File: config.mk
export PLATFORM = sky130hd
export DESIGN_NAME = pipe_stage_buf
export DESIGN_NICKNAME = d
export VERILOG_FILES = /design/src/rtl/pipe_pkg.sv /design/src/rtl/pipe_entry_reg.sv /design/src/rtl/pipe_stage_buf.sv
export SDC_FILE = /design/constraint.sdc
export NUM_CORES = 1
export LEC_CHECK = 0
export ABC_CLOCK_PERIOD_IN_PS = 40700
export CAP_MARGIN = 10
export CORE_UTILIZATION = 45
export DETAILED_ROUTE_END_ITERATION = 8
export HOLD_SLACK_MARGIN = 0.05
export PLACE_DENSITY_LB_ADDON = 0.2
export RECOVER_POWER = 50
export SYNTH_ARGS = -nofsm -noshare
export SYNTH_HDL_FRONTEND = slang
export SYNTH_SLANG_ARGS = --single-unit
File: constraint.sdc
create_clock -name clk -period 40.7 [get_ports clk]
set_clock_uncertainty 0.05 [all_clocks]
set_input_delay 12.21 -clock clk [delete_from_list [all_inputs] [get_ports clk]]
set_output_delay 12.21 -clock clk [all_outputs]
set_load 0.05 [all_outputs]
File: src/rtl/pipe_pkg.sv
// Shared pipeline-stage widths and payload field offsets. Stages pack their
// fields into flat data/ctrl vectors using these offsets before pipe_stage_buf.
package pipe_pkg;

    localparam int IFID_DATA_W  = 64;   // IR, PC
    localparam int IFID_CTRL_W  = 1;
    localparam int IDEX_DATA_W  = 197;
    localparam int IDEX_CTRL_W  = 16;
    localparam int EXMEM_DATA_W = 197;  // IR, PC, RES, HI, LO, STORE, WB_REG
    localparam int EXMEM_CTRL_W = 10;
    localparam int MEMWB_DATA_W = 165;
    localparam int MEMWB_CTRL_W = 6;

    // EX/MEM datapath field offsets (LSB of each field)
    localparam int EXMEM_IR_OFS     = 0;
    localparam int EXMEM_PC_OFS     = 32;
    localparam int EXMEM_RES_OFS    = 64;
    localparam int EXMEM_HI_OFS     = 96;
    localparam int EXMEM_LO_OFS     = 128;
    localparam int EXMEM_STORE_OFS  = 160;
    localparam int EXMEM_WBREG_OFS  = 192;
    localparam int EXMEM_WBREG_W    = 5;

    // EX/MEM control bit positions
    localparam int CTRL_REGWRITE      = 0;
    localparam int CTRL_LOWRITE       = 1;
    localparam int CTRL_HIWRITE       = 2;
    localparam int CTRL_MEMTOREG      = 3;
    localparam int CTRL_JAL           = 4;
    localparam int CTRL_SYSCALL       = 5;
    localparam int CTRL_MEMWRITE      = 6;
    localparam int CTRL_UNSIGNEDEXT   = 7;
    localparam int CTRL_BYTE          = 8;
    localparam int CTRL_HALF          = 9;

    typedef struct packed {
        logic half;
        logic byte_en;
        logic unsigned_ext_mem;
        logic mem_write;
        logic syscall;
        logic jal;
        logic mem_to_reg;
        logic hi_write;
        logic lo_write;
        logic reg_write;
    } exmem_ctrl_t;

endpackage

File: src/rtl/pipe_entry_reg.sv
// One storage slot (valid + data + ctrl). Clear wins over load and zeroes
// the whole entry.
module pipe_entry_reg
    import pipe_pkg::*;
#(
    parameter int DATA_W = EXMEM_DATA_W,
    parameter int CTRL_W = EXMEM_CTRL_W
) (
    input  logic              clk,
    input  logic              rst,
    input  logic              load_i,
    input  logic              clear_i,
    input  logic [DATA_W-1:0] data_i,
    input  logic [CTRL_W-1:0] ctrl_i,
    output logic              valid_o,
    output logic [DATA_W-1:0] data_o,
    output logic [CTRL_W-1:0] ctrl_o
);

    logic              valid_q;
    logic [DATA_W-1:0] data_q;
    logic [CTRL_W-1:0] ctrl_q;

    always_ff @(posedge clk or posedge rst) begin
        if (rst) begin
            valid_q <= 1'b0;
            data_q  <= '0;
            ctrl_q  <= '0;
        end else if (clear_i) begin
            valid_q <= 1'b0;
            data_q  <= '0;
            ctrl_q  <= '0;
        end else if (load_i) begin
            valid_q <= 1'b1;
            data_q  <= data_i;
            ctrl_q  <= ctrl_i;
        end
    end

    assign valid_o = valid_q;
    assign data_o  = data_q;
    assign ctrl_o  = ctrl_q;

endmodule

File: src/rtl/pipe_stage_buf.sv
// Pipeline stage register with valid/ready handshake, two-entry skid buffer,
// flush, bubble insertion and a saturating stall counter.
module pipe_stage_buf
    import pipe_pkg::*;
#(
    parameter int                DATA_W      = EXMEM_DATA_W,
    parameter int                CTRL_W      = EXMEM_CTRL_W,
    parameter logic [DATA_W-1:0] BUBBLE_KEEP = '1,
    parameter int                CNT_W       = 16
) (
    input  logic              clk,
    input  logic              rst,
    input  logic              flush,
    input  logic              bb,
    input  logic              in_valid,
    output logic              in_ready,
    input  logic [DATA_W-1:0] in_data,
    input  logic [CTRL_W-1:0] in_ctrl,
    output logic              out_valid,
    input  logic              out_ready,
    output logic [DATA_W-1:0] out_data,
    output logic [CTRL_W-1:0] out_ctrl,
    output logic [CNT_W-1:0]  stall_cnt
);

    logic              main_v, skid_v;
    logic [DATA_W-1:0] main_data, skid_data, in_data_eff, main_data_d;
    logic [CTRL_W-1:0] main_ctrl, skid_ctrl, in_ctrl_eff, main_ctrl_d;
    logic              accept, deliver;
    logic              main_load, main_clear, skid_load, skid_clear;
    logic              skid_v_d;
    logic              in_ready_q, in_ready_d;
    logic [CNT_W-1:0]  stall_cnt_q, stall_cnt_d;

    assign accept      = in_valid & in_ready_q;
    assign deliver     = main_v & out_ready;
    assign in_data_eff = bb ? (in_data & BUBBLE_KEEP) : in_data;
    assign in_ctrl_eff = bb ? '0 : in_ctrl;

    // Main refills from skid first to keep FIFO order; accept only reaches
    // skid when main is occupied and not leaving this cycle.
    always_comb begin
        main_load   = 1'b0;
        main_clear  = 1'b0;
        skid_load   = 1'b0;
        skid_clear  = 1'b0;
        main_data_d = in_data_eff;
        main_ctrl_d = in_ctrl_eff;
        if (flush) begin
            main_clear = 1'b1;
            skid_clear = 1'b1;
        end else if (!main_v || deliver) begin
            if (skid_v) begin
                main_load   = 1'b1;
                main_data_d = skid_data;
                main_ctrl_d = skid_ctrl;
                skid_clear  = 1'b1;
            end else if (accept) begin
                main_load = 1'b1;
            end else if (main_v) begin
                main_clear = 1'b1;
            end
        end else if (accept) begin
            skid_load = 1'b1;
        end
    end

    assign skid_v_d   = !flush && (skid_load || (skid_v && !skid_clear));
    assign in_ready_d = !skid_v_d;

    assign stall_cnt_d = (main_v && !out_ready && !(&stall_cnt_q))
                       ? stall_cnt_q + 1'b1 : stall_cnt_q;

    always_ff @(posedge clk or posedge rst) begin
        if (rst) begin
            in_ready_q  <= 1'b1;
            stall_cnt_q <= '0;
        end else begin
            in_ready_q  <= in_ready_d;
            stall_cnt_q <= stall_cnt_d;
        end
    end

    pipe_entry_reg #(.DATA_W(DATA_W), .CTRL_W(CTRL_W)) u_main (
        .clk     (clk),
        .rst     (rst),
        .load_i  (main_load),
        .clear_i (main_clear),
        .data_i  (main_data_d),
        .ctrl_i  (main_ctrl_d),
        .valid_o (main_v),
        .data_o  (main_data),
        .ctrl_o  (main_ctrl)
    );

    pipe_entry_reg #(.DATA_W(DATA_W), .CTRL_W(CTRL_W)) u_skid (
        .clk     (clk),
        .rst     (rst),
        .load_i  (skid_load),
        .clear_i (skid_clear),
        .data_i  (in_data_eff),
        .ctrl_i  (in_ctrl_eff),
        .valid_o (skid_v),
        .data_o  (skid_data),
        .ctrl_o  (skid_ctrl)
    );

    assign in_ready  = in_ready_q;
    assign out_valid = main_v;
    assign out_data  = main_data;
    assign out_ctrl  = main_ctrl;
    assign stall_cnt = stall_cnt_q;

endmodule

==> results.json, run 1 <==
{
  "status": "finished with violations",
  "failed_checks": "capacitance limit, slew limit",
  "htree_levels": 2,
  "grt_max_degree": 208,
  "io_buffers": 437,
  "synth_top_family_by_area": "compound AO/OA/AOI/OAI gates",
  "reg2reg_depth": 4,
  "area_growth_pct": 35.88,
  "core_area_mm2": 0.03758,
  "cp.depth": 5,
  "finalHoldViolCount": 0,
  "synth_warnings": 0,
  "drt_iter0_drc": 1004,
  "gp_congestion": 0.8315,
  "drv_cap": 6,
  "synthTopCellsByArea": "dfrtp_1, a22o_1, o221ai_1",
  "critPathMaxStageDelay_ns": 7.32,
  "crit_fanout": 207,
  "cts_setup_buffers": 0,
  "synthArstFlopShare": 1.000,
  "hold_class": "flop to flop",
  "dpl-instance-area_mm2": 0.02174,
  "synth_area_mm2": 0.01712,
  "endpoint": "u_skid.data_o[24]",
  "crit_start": "out_ready",
  "syn_avg_cell_area_um2": 11.62,
  "synth_top_area_frac": 0.6313,
  "grtUsageTotal": 0.2619,
  "dp_hpwl_um": 29840,
  "ys.flop_type": "dfrtp_1",
  "crit_required_ns": 41.13,
  "finalSetupTns_ns": 0,
  "max-clock-path-buffers": 3,
  "die_width_um": 197.1,
  "path_buf_inv": 2,
  "postLayoutCellArea_mm2": 0.02327,
  "cts_made_buffers": 45,
  "tightest_slew_ns": 10.59,
  "cts_hold_buffers": 0,
  "slew_headroom": -6.057,
  "antenna_found_initial": 7,
  "setup_viol": 0,
  "ys_seq_elements": 433,
  "synth-compound-area-share": 0.2170,
  "rsz0062_at_grt": "no",
  "syn_inst": 1474,
  "die-area_mm2": 0.03884,
  "drive_gt1_frac": 0.04915,
  "synth_seq_area_share": 0.6328,
  "synth_largest_area_cell": "dfrtp_1",
  "fillers": 3048,
  "nNetsFinal": 2052,
  "crit_slowest_cell": "clkbuf_1",
  "power.density_mw_per_mm2": 45.80,
  "synth_fp_nets": 1688,
  "p_leak_nw": 11.41,
  "crit_path_end_kind": "flop",
  "num_vias": 13890,
  "period_share": 0.5329,
  "rows": 71,
  "ys_types": 34,
  "cts_num_sinks": 433,
  "worstSetupStartpointType": "input pin",
  "wl_per_cell_um": 21.42,
  "root_buffer": "clkbuf_16",
  "cts_tree": "built",
  "r2r_slack_ns": 30.91,
  "drv_slew": 633,
  "synth-simple-area-share": 0.1051,
  "yosys.area_share.adder": 0.0007307,
  "min_period_ns": 21.69,
  "synthXorXnorAreaFrac": 0.007672,
  "cp_cell_sequence": "dlygate4sd3_1 -> nand2b_1 -> nor3_1 -> clkbuf_1 -> a22o_1",
  "grt_first_pass_wirelength_um": 80570,
  "worstSkewPairLatency_ns": 0.57,
  "synth-edff-count": 0,
  "max_freq_ghz": 0.04611,
  "clkSlewWorstSetupHoldPaths_ns": 0.06,
  "peakVddDrop_mv": 0.04607,
  "crit_type": "input pin to flop",
  "first_pass_iters": 5,
  "ioPinCount": 438,
  "drt-total-wl_um": 51170,
  "start_util": 0.4557,
  "arrival_ns": 22.11,
  "drcViolationCount": 0,
  "dieHeight_um": 197.1,
  "crit_family": "buffers and inverters",
  "r2r_start": "u_main.valid_o",
  "cts_resized": 0,
  "grt_pass1_vias": 13970,
  "rr_endpoint": "u_skid.data_o[24]",
  "vias_per_cell": 5.812,
  "overflow": 0,
  "final_antenna_net_count": 0,
  "synthMuxAreaShare": 0.001242
}
-- registers in the layout, summed over array words and instances (netlist names) --
signal and cells:
u_skid.ctrl_o 10, u_main.valid_o 1, in_ready 1, u_main.ctrl_o 10
u_main.data_o 197, u_skid.valid_o 1, u_skid.data_o 197, stall_cnt 16
-- placed cells by master (no fill, tap or decap), types with 7 or more instances in the layout --
cell type        instances
clkdlybuf4s50_1        210
nor2b_1                  7
nor3_1                   7
clkbuf_16               47
clkbuf_1                16
dfrtp_1                432
dlygate4sd3_1          227
o221ai_1               203
o21ai_0                  8
a22o_1                 206
clkbuf_8                 9
buf_4                   11
nand2_1                419
xnor2_1                 10
-- through the flow --
stage               setup WS, ns  power [mW]  std cells  hold slack, ns    util
global route               18.16       1.104       2389          0.4336  0.6192
CTS                        25.75       1.081       2383          0.4274  0.6202
floorplan                  16.38      0.5684       1474          0.4106       -
detailed placement         25.13      0.6428       2302          0.4127  0.5785
finish                     19.01       1.066       2389          0.4162  0.6192
global placement           25.18      0.6407       2302          0.4073  0.5785
-- synth_stat cells, types with 5 or more instances --
library cell,instances
xor2_1,5
nand2_1,419
nor3_1,7
nor2b_1,7
a22o_1,206
clkbuf_1,79
xnor2_1,10
dfrtp_1,432
o221ai_1,203
buf_2,53
o21ai_0,8
-- final cells by class --
cell class / instances / area [um^2] / share of cell area
Clock buffer: 67 / 1341 / 0.05765
Sequential cell: 433 / 10840 / 0.4657
Inverter: 4 / 21.27 / 0.0009142
Tap cell: 511 / 639.4 / 0.02748
Clock inverter: 14 / 226.5 / 0.009733
Multi-Input combinational cell: 900 / 5692 / 0.2446
Timing Repair Buffer: 454 / 4496 / 0.1932
Antenna cell: 6 / 15.01 / 0.0006453
-- per-layer routing --
layer	GRT usage	part of all wire
met4	0.1128	0.041
met2	0.3895	0.46
met5	0	0.00023
met3	0.07973	0.084
met1	0.3557	0.42
-- tightest hold or removal path: stages, from the launching register on --
cell,delay [ns]
dfrtp_1,0.33
nand2_1,0.05
nand2_1,0.05
-- report_power, final --
group | internal [mW] | switching (mW) | total (mW) | leakage, nW
Clock | 0.266 | 0.170 | 0.436 | 0.770
Combinational | 0.0550 | 0.110 | 0.165 | 4.74
Sequential | 0.451 | 0.0131 | 0.465 | 5.90
Total | 0.772 | 0.294 | 1.07 | 11.4
-- cell families (layout without fill, tap and decap cells) --
family	Yosys count	in the layout
AO/OA/AOI/OAI	427	427
XOR/XNOR	15	15
adder cells (fa/ha/maj)	1	1
buffers and inverters	141	539
flip-flops	433	433
multiplexers	2	2
other	0	6
AND/OR/NAND/NOR	455	455
-- worst min path at each step --
stage	start	end	slack (ns)	cells after the start
global route	u_main.data_o[32]	u_main.data_o[32]	0.43	2
finish	u_main.data_o[35]	u_main.data_o[35]	0.42	2
global placement	u_main.data_o[98]	u_main.data_o[98]	0.41	2
CTS	u_main.data_o[5]	u_main.data_o[5]	0.43	2
floorplan	u_skid.ctrl_o[0]	u_skid.ctrl_o[0]	0.41	1
detailed placement	u_main.data_o[195]	u_main.data_o[195]	0.41	2
(Power assumes the default switching activity.)
==> run 2: changes to the inputs <==
Settings changed: ABC_CLOCK_PERIOD_IN_PS 40700 to 21400.
Clock period 40.7 ns to 21.4 ns, I/O delays scaled along.
==> results.json, run 2 (synthesized netlist as in run 1, its figures left out) <==
{
  "status": "finished with violations",
  "failed_checks": "capacitance limit, slew limit",
  "r2r_slack_ns": 16.38,
  "final_common_cell": "dfrtp_1",
  "cts_num_sinks": 433,
  "grtUsageTotal": 0.2576,
  "start_util": 0.4557,
  "dieHeight_um": 197.1,
  "path_buf_inv": 3,
  "clkSlewWorstSetupHoldPaths_ns": 0.06,
  "seqCellArea_mm2": 0.01084,
  "rows": 71,
  "critPathMaxStageDelay_ns": 3.40,
  "fillers": 3014,
  "crit_fanout": 141,
  "drt_iter0_drc": 943,
  "cts_resized": 0,
  "cp.depth": 3,
  "num_vias": 13980,
  "crit_required_ns": 21.01,
  "arrival_ns": 13.67,
  "io_buffers": 437,
  "die-area_mm2": 0.03884,
  "crit_slowest_cell": "clkinvlp_2",
  "tightest_slew_ns": 6.137,
  "fin_ws_ns": 7.339,
  "drv_slew": 263,
  "hold_class": "flop to flop",
  "crit_type": "input pin to asynchronous set/reset pin",
  "grt_pass1_vias": 14210,
  "finalSetupTns_ns": 0,
  "layout_common_cells": "dfrtp_1, nand2_1, dlygate4sd3_1",
  "power.density_mw_per_mm2": 85.70,
  "cts_hold_buffers": 0,
  "peakVddDrop_mv": 0.06281,
  "cts_made_buffers": 46,
  "grt_first_pass_wirelength_um": 79870,
  "drive_gt1_frac": 0.05333,
  "max-clock-path-buffers": 3,
  "period_share": 0.6570,
  "crit_family": "buffers and inverters",
  "area_growth_pct": 35.98,
  "drt-total-wl_um": 50680,
  "worstSkewPairLatency_ns": 0.55,
  "gp_congestion": 0.8376,
  "reg2reg_depth": 6,
  "place_worst_setup_slack_ns": 10.88,
  "overflow": 0,
  "multi_input_area_mm2": 0.005697,
  "first_pass_iters": 5,
  "cts_tree": "built",
  "finalHoldViolCount": 0,
  "worstSetupStartpointType": "input pin",
  "cp_cell_sequence": "dlygate4sd3_1 -> clkinvlp_2 -> clkbuf_1",
  "min_period_ns": 14.06,
  "drcViolationCount": 0,
  "nNetsFinal": 2052,
  "antenna_found_initial": 9,
  "drv_cap": 3,
  "ioPinCount": 438,
  "die_width_um": 197.1,
  "cts_setup_buffers": 0,
  "max_freq_ghz": 0.07112,
  "htree_levels": 2,
  "hold_depth": 2,
  "setup_viol": 0,
  "crit_path_end_kind": "asynchronous set/reset pin",
  "rsz0062_at_grt": "no",
  "grt_max_degree": 208,
  "wl_per_cell_um": 21.15,
  "final_antenna_net_count": 0,
  "vias_per_cell": 5.836,
  "core_area_mm2": 0.03758,
  "p_leak_nw": 11.41,
  "root_buffer": "clkbuf_16",
  "dp_hpwl_um": 29790,
  "slew_headroom": -3.114
}
-- run 2: worst paths after layout --
kind	startpoint	endpoint
hold / removal	u_main.data_o[5]	u_main.data_o[5]
max in group clk	out_ready	u_main.data_o[47]
min in group asynchronous	rst	u_main.data_o[136]
hold reg to reg	u_main.data_o[5]	u_main.data_o[5]
setup / recovery	rst	u_skid.data_o[82]
setup reg to reg	u_skid.valid_o	u_main.data_o[47]
-- run 2: worst reg2reg max path: stages, from the launching register on --
cell	delay, ns
dfrtp_1	0.61
a21oi_2	0.36
nand2b_1	0.10
a21oi_1	2.39
buf_4	1.07
nand2_1	0.28
nand2_1	0.12
-- run 2: metal layers --
metal	wire, um	track usage	vias to the layer above
li1	-	-	6230
met1	21170	0.3521	7127
met2	23660	0.3893	531
met3	3998	0.06590	96
met4	1852	0.1125	0
met5	0	0	-
-- run 2: metrics by stage --
step                area, um^2  hold slack, ns  power (mW)  instances  utilization
floorplan                17120          0.4106       1.081       1474            -
finish                   23280          0.4153       1.996       2396       0.6197
global placement         21730          0.4078       1.218       2301       0.5783
global route             23280          0.4288       2.070       2394       0.6195
detailed placement       21730          0.4123       1.222       2301       0.5783
CTS                      23280          0.4273       2.026       2386       0.6196
-- run 2: area by class of cell --
class,count,area share
flip-flops and latches,433,0.4654
multi-input cells,900,0.2447
repair buffers,453,0.1939
clock buffers,74,0.06271
well taps,511,0.02746
clock inverters,11,0.003869
diodes,10,0.001075
inverters,4,0.0009135
-- run 2: where the power goes --
group	leakage (nW)	switching, mW	internal (mW)
combinational	4.76	0.209	0.102
sequential	5.90	0.0256	0.858
clock	0.756	0.321	0.479
==> run 3: changes to the inputs <==
Settings changed: ABC_CLOCK_PERIOD_IN_PS 21400 to 14350.
Clock period 21.4 ns to 14.35 ns, I/O delays scaled along.
==> results.json, run 3 (synthesized netlist as in run 1, its figures left out) <==
{
  "core_area_mm2": 0.03758,
  "seqPwrFrac": 0.436,
  "htree_levels": 2,
  "crit_required_ns": 13.96,
  "rows": 71,
  "power_frac_comb": 0.153,
  "first_pass_iters": 7,
  "clockPowerShare": 0.412,
  "finalHoldViolCount": 0,
  "grt_pass1_vias": 14410,
  "worstSetupStartpointType": "input pin",
  "grt_use_met3": 0.06539,
  "dp_hpwl_um": 30270,
  "p_int_mw": 2.192,
  "die_width_um": 197.1,
  "arrival_ns": 8.99,
  "fin_util": 0.6210,
  "grtUsageTotal": 0.2632,
  "overflow": 0,
  "tightest_slew_ns": 4.315,
  "grtUsageMet2": 0.4132,
  "cts_made_buffers": 46,
  "power_mw": 3.029,
  "num_vias": 13880,
  "min_period_ns": 9.380,
  "root_buffer": "clkbuf_16",
  "worstSkewPairLatency_ns": 0.57,
  "grt_max_degree": 208,
  "dieHeight_um": 197.1,
  "crit_fanout": 181,
  "p_sw_mw": 0.8369,
  "clkSlewWorstSetupHoldPaths_ns": 0.06,
  "power.share.switching": 0.2763,
  "wl_per_cell_um": 21.60,
  "drive_gt1_frac": 0.05187,
  "cts_resized": 0,
  "status": "finished with violations",
  "die-area_mm2": 0.03884,
  "drt_iter0_drc": 1041,
  "p_leak_nw": 11.41,
  "gp_congestion": 0.7975,
  "power.density_mw_per_mm2": 129.8,
  "antenna_found_initial": 9,
  "drv_cap": 2,
  "rsz0062_at_grt": "no",
  "max-clock-path-buffers": 3,
  "grtUsageMet1": 0.3472,
  "start_util": 0.4557,
  "setup_viol": 0,
  "crit_type": "input pin to asynchronous set/reset pin",
  "cts_tree": "built",
  "area_growth_pct": 36.26,
  "max_freq_ghz": 0.1066,
  "crit_path_end_kind": "asynchronous set/reset pin",
  "cts_setup_buffers": 0,
  "ioPinCount": 438,
  "hold_class": "flop to flop",
  "nNetsFinal": 2051,
  "stdcell_count": 2391,
  "finalSetupTns_ns": 0,
  "peakVddDrop_mv": 0.07400,
  "final_antenna_net_count": 0,
  "busiest_layer": "met2",
  "period_share": 0.6536,
  "slew_headroom": -1.877,
  "cts_num_sinks": 433,
  "layout_common_cells": "dfrtp_1, nand2_1, clkdlybuf4s50_1",
  "final_common_cell": "dfrtp_1",
  "cts_hold_buffers": 0,
  "io_buffers": 437,
  "failed_checks": "capacitance limit, slew limit",
  "drcViolationCount": 0,
  "drv_slew": 219,
  "grt_first_pass_wirelength_um": 80850,
  "fillers": 3036,
  "vias_per_cell": 5.803,
  "drt-total-wl_um": 51650,
  "dpl.cell_count": 2300
}
[run 3: cell count changes in the layout (fill, tap and decap cells not counted)]
cell / delta
clkinvlp_2: -1
clkinvlp_4: -2
bufinv_16: +3
buf_12: +1
clkbuf_8: -1
clkinv_2: -2
buf_4: -2
clkdlybuf4s50_1: +10
dlygate4sd3_1: -10
clkbuf_1: -2
clkbuf_2: +1
[run 3: final timing paths]
path                              startpoint            endpoint  depth (start not counted)  slack, ns
min reg2reg                u_main.data_o[51]   u_main.data_o[51]                          2       0.42
max                                      rst   u_skid.data_o[77]                          4       4.97
min                        u_main.data_o[51]   u_main.data_o[51]                          2       0.42
min in group asynchronous                rst  u_main.data_o[120]                          3       4.44
max reg2reg                   u_skid.valid_o   u_main.data_o[26]                          6       9.54
max in group clk                   out_ready   u_main.data_o[26]                          6       5.92
[run 3: layout make-up]
class	instances	area [um^2]	share of cell area
well taps	511	639.4	0.02740
multi-input cells	900	5697	0.2441
clock buffers	72	1443	0.06183
diodes	10	25.02	0.001072
inverters	4	23.77	0.001019
flip-flops and latches	433	10840	0.4644
repair buffers	452	4522	0.1938
clock inverters	9	147.6	0.006327
[run 3: routing by layer]
metal / wire length (um) / share of wire
met2: 24770 / 0.48
met3: 3790 / 0.073
met4: 1552 / 0.030
met5: 29 / 0.00056
met1: 21510 / 0.42
[run 3: through the flow]
stage	area (um^2)	hold slack (ns)	setup slack, ns
3_3_place_gp	21740	0.4081	6.693
2_1_floorplan	17130	0.4106	4.148
4_1_cts	23330	0.4271	7.200
3_5_place_dp	21740	0.4124	6.618
6_report	23330	0.4167	4.970
5_1_grt	23330	0.4431	3.949
[run 3: power by group through the flow]
stage	combinational (mW)	clock (mW)	sequential, mW
6_report	0.462	1.25	1.32
2_1_floorplan	0.120	0	1.49
5_1_grt	0.489	1.32	1.33
3_3_place_gp	0.476	0	1.34
3_5_place_dp	0.480	0	1.34
4_1_cts	0.482	1.27	1.32
[run 3: worst max-delay path, stage by stage]
cell	delay, ns
dlygate4sd3_1	0.57
clkinvlp_4	0.09
buf_12	0.62
clkbuf_2	3.02
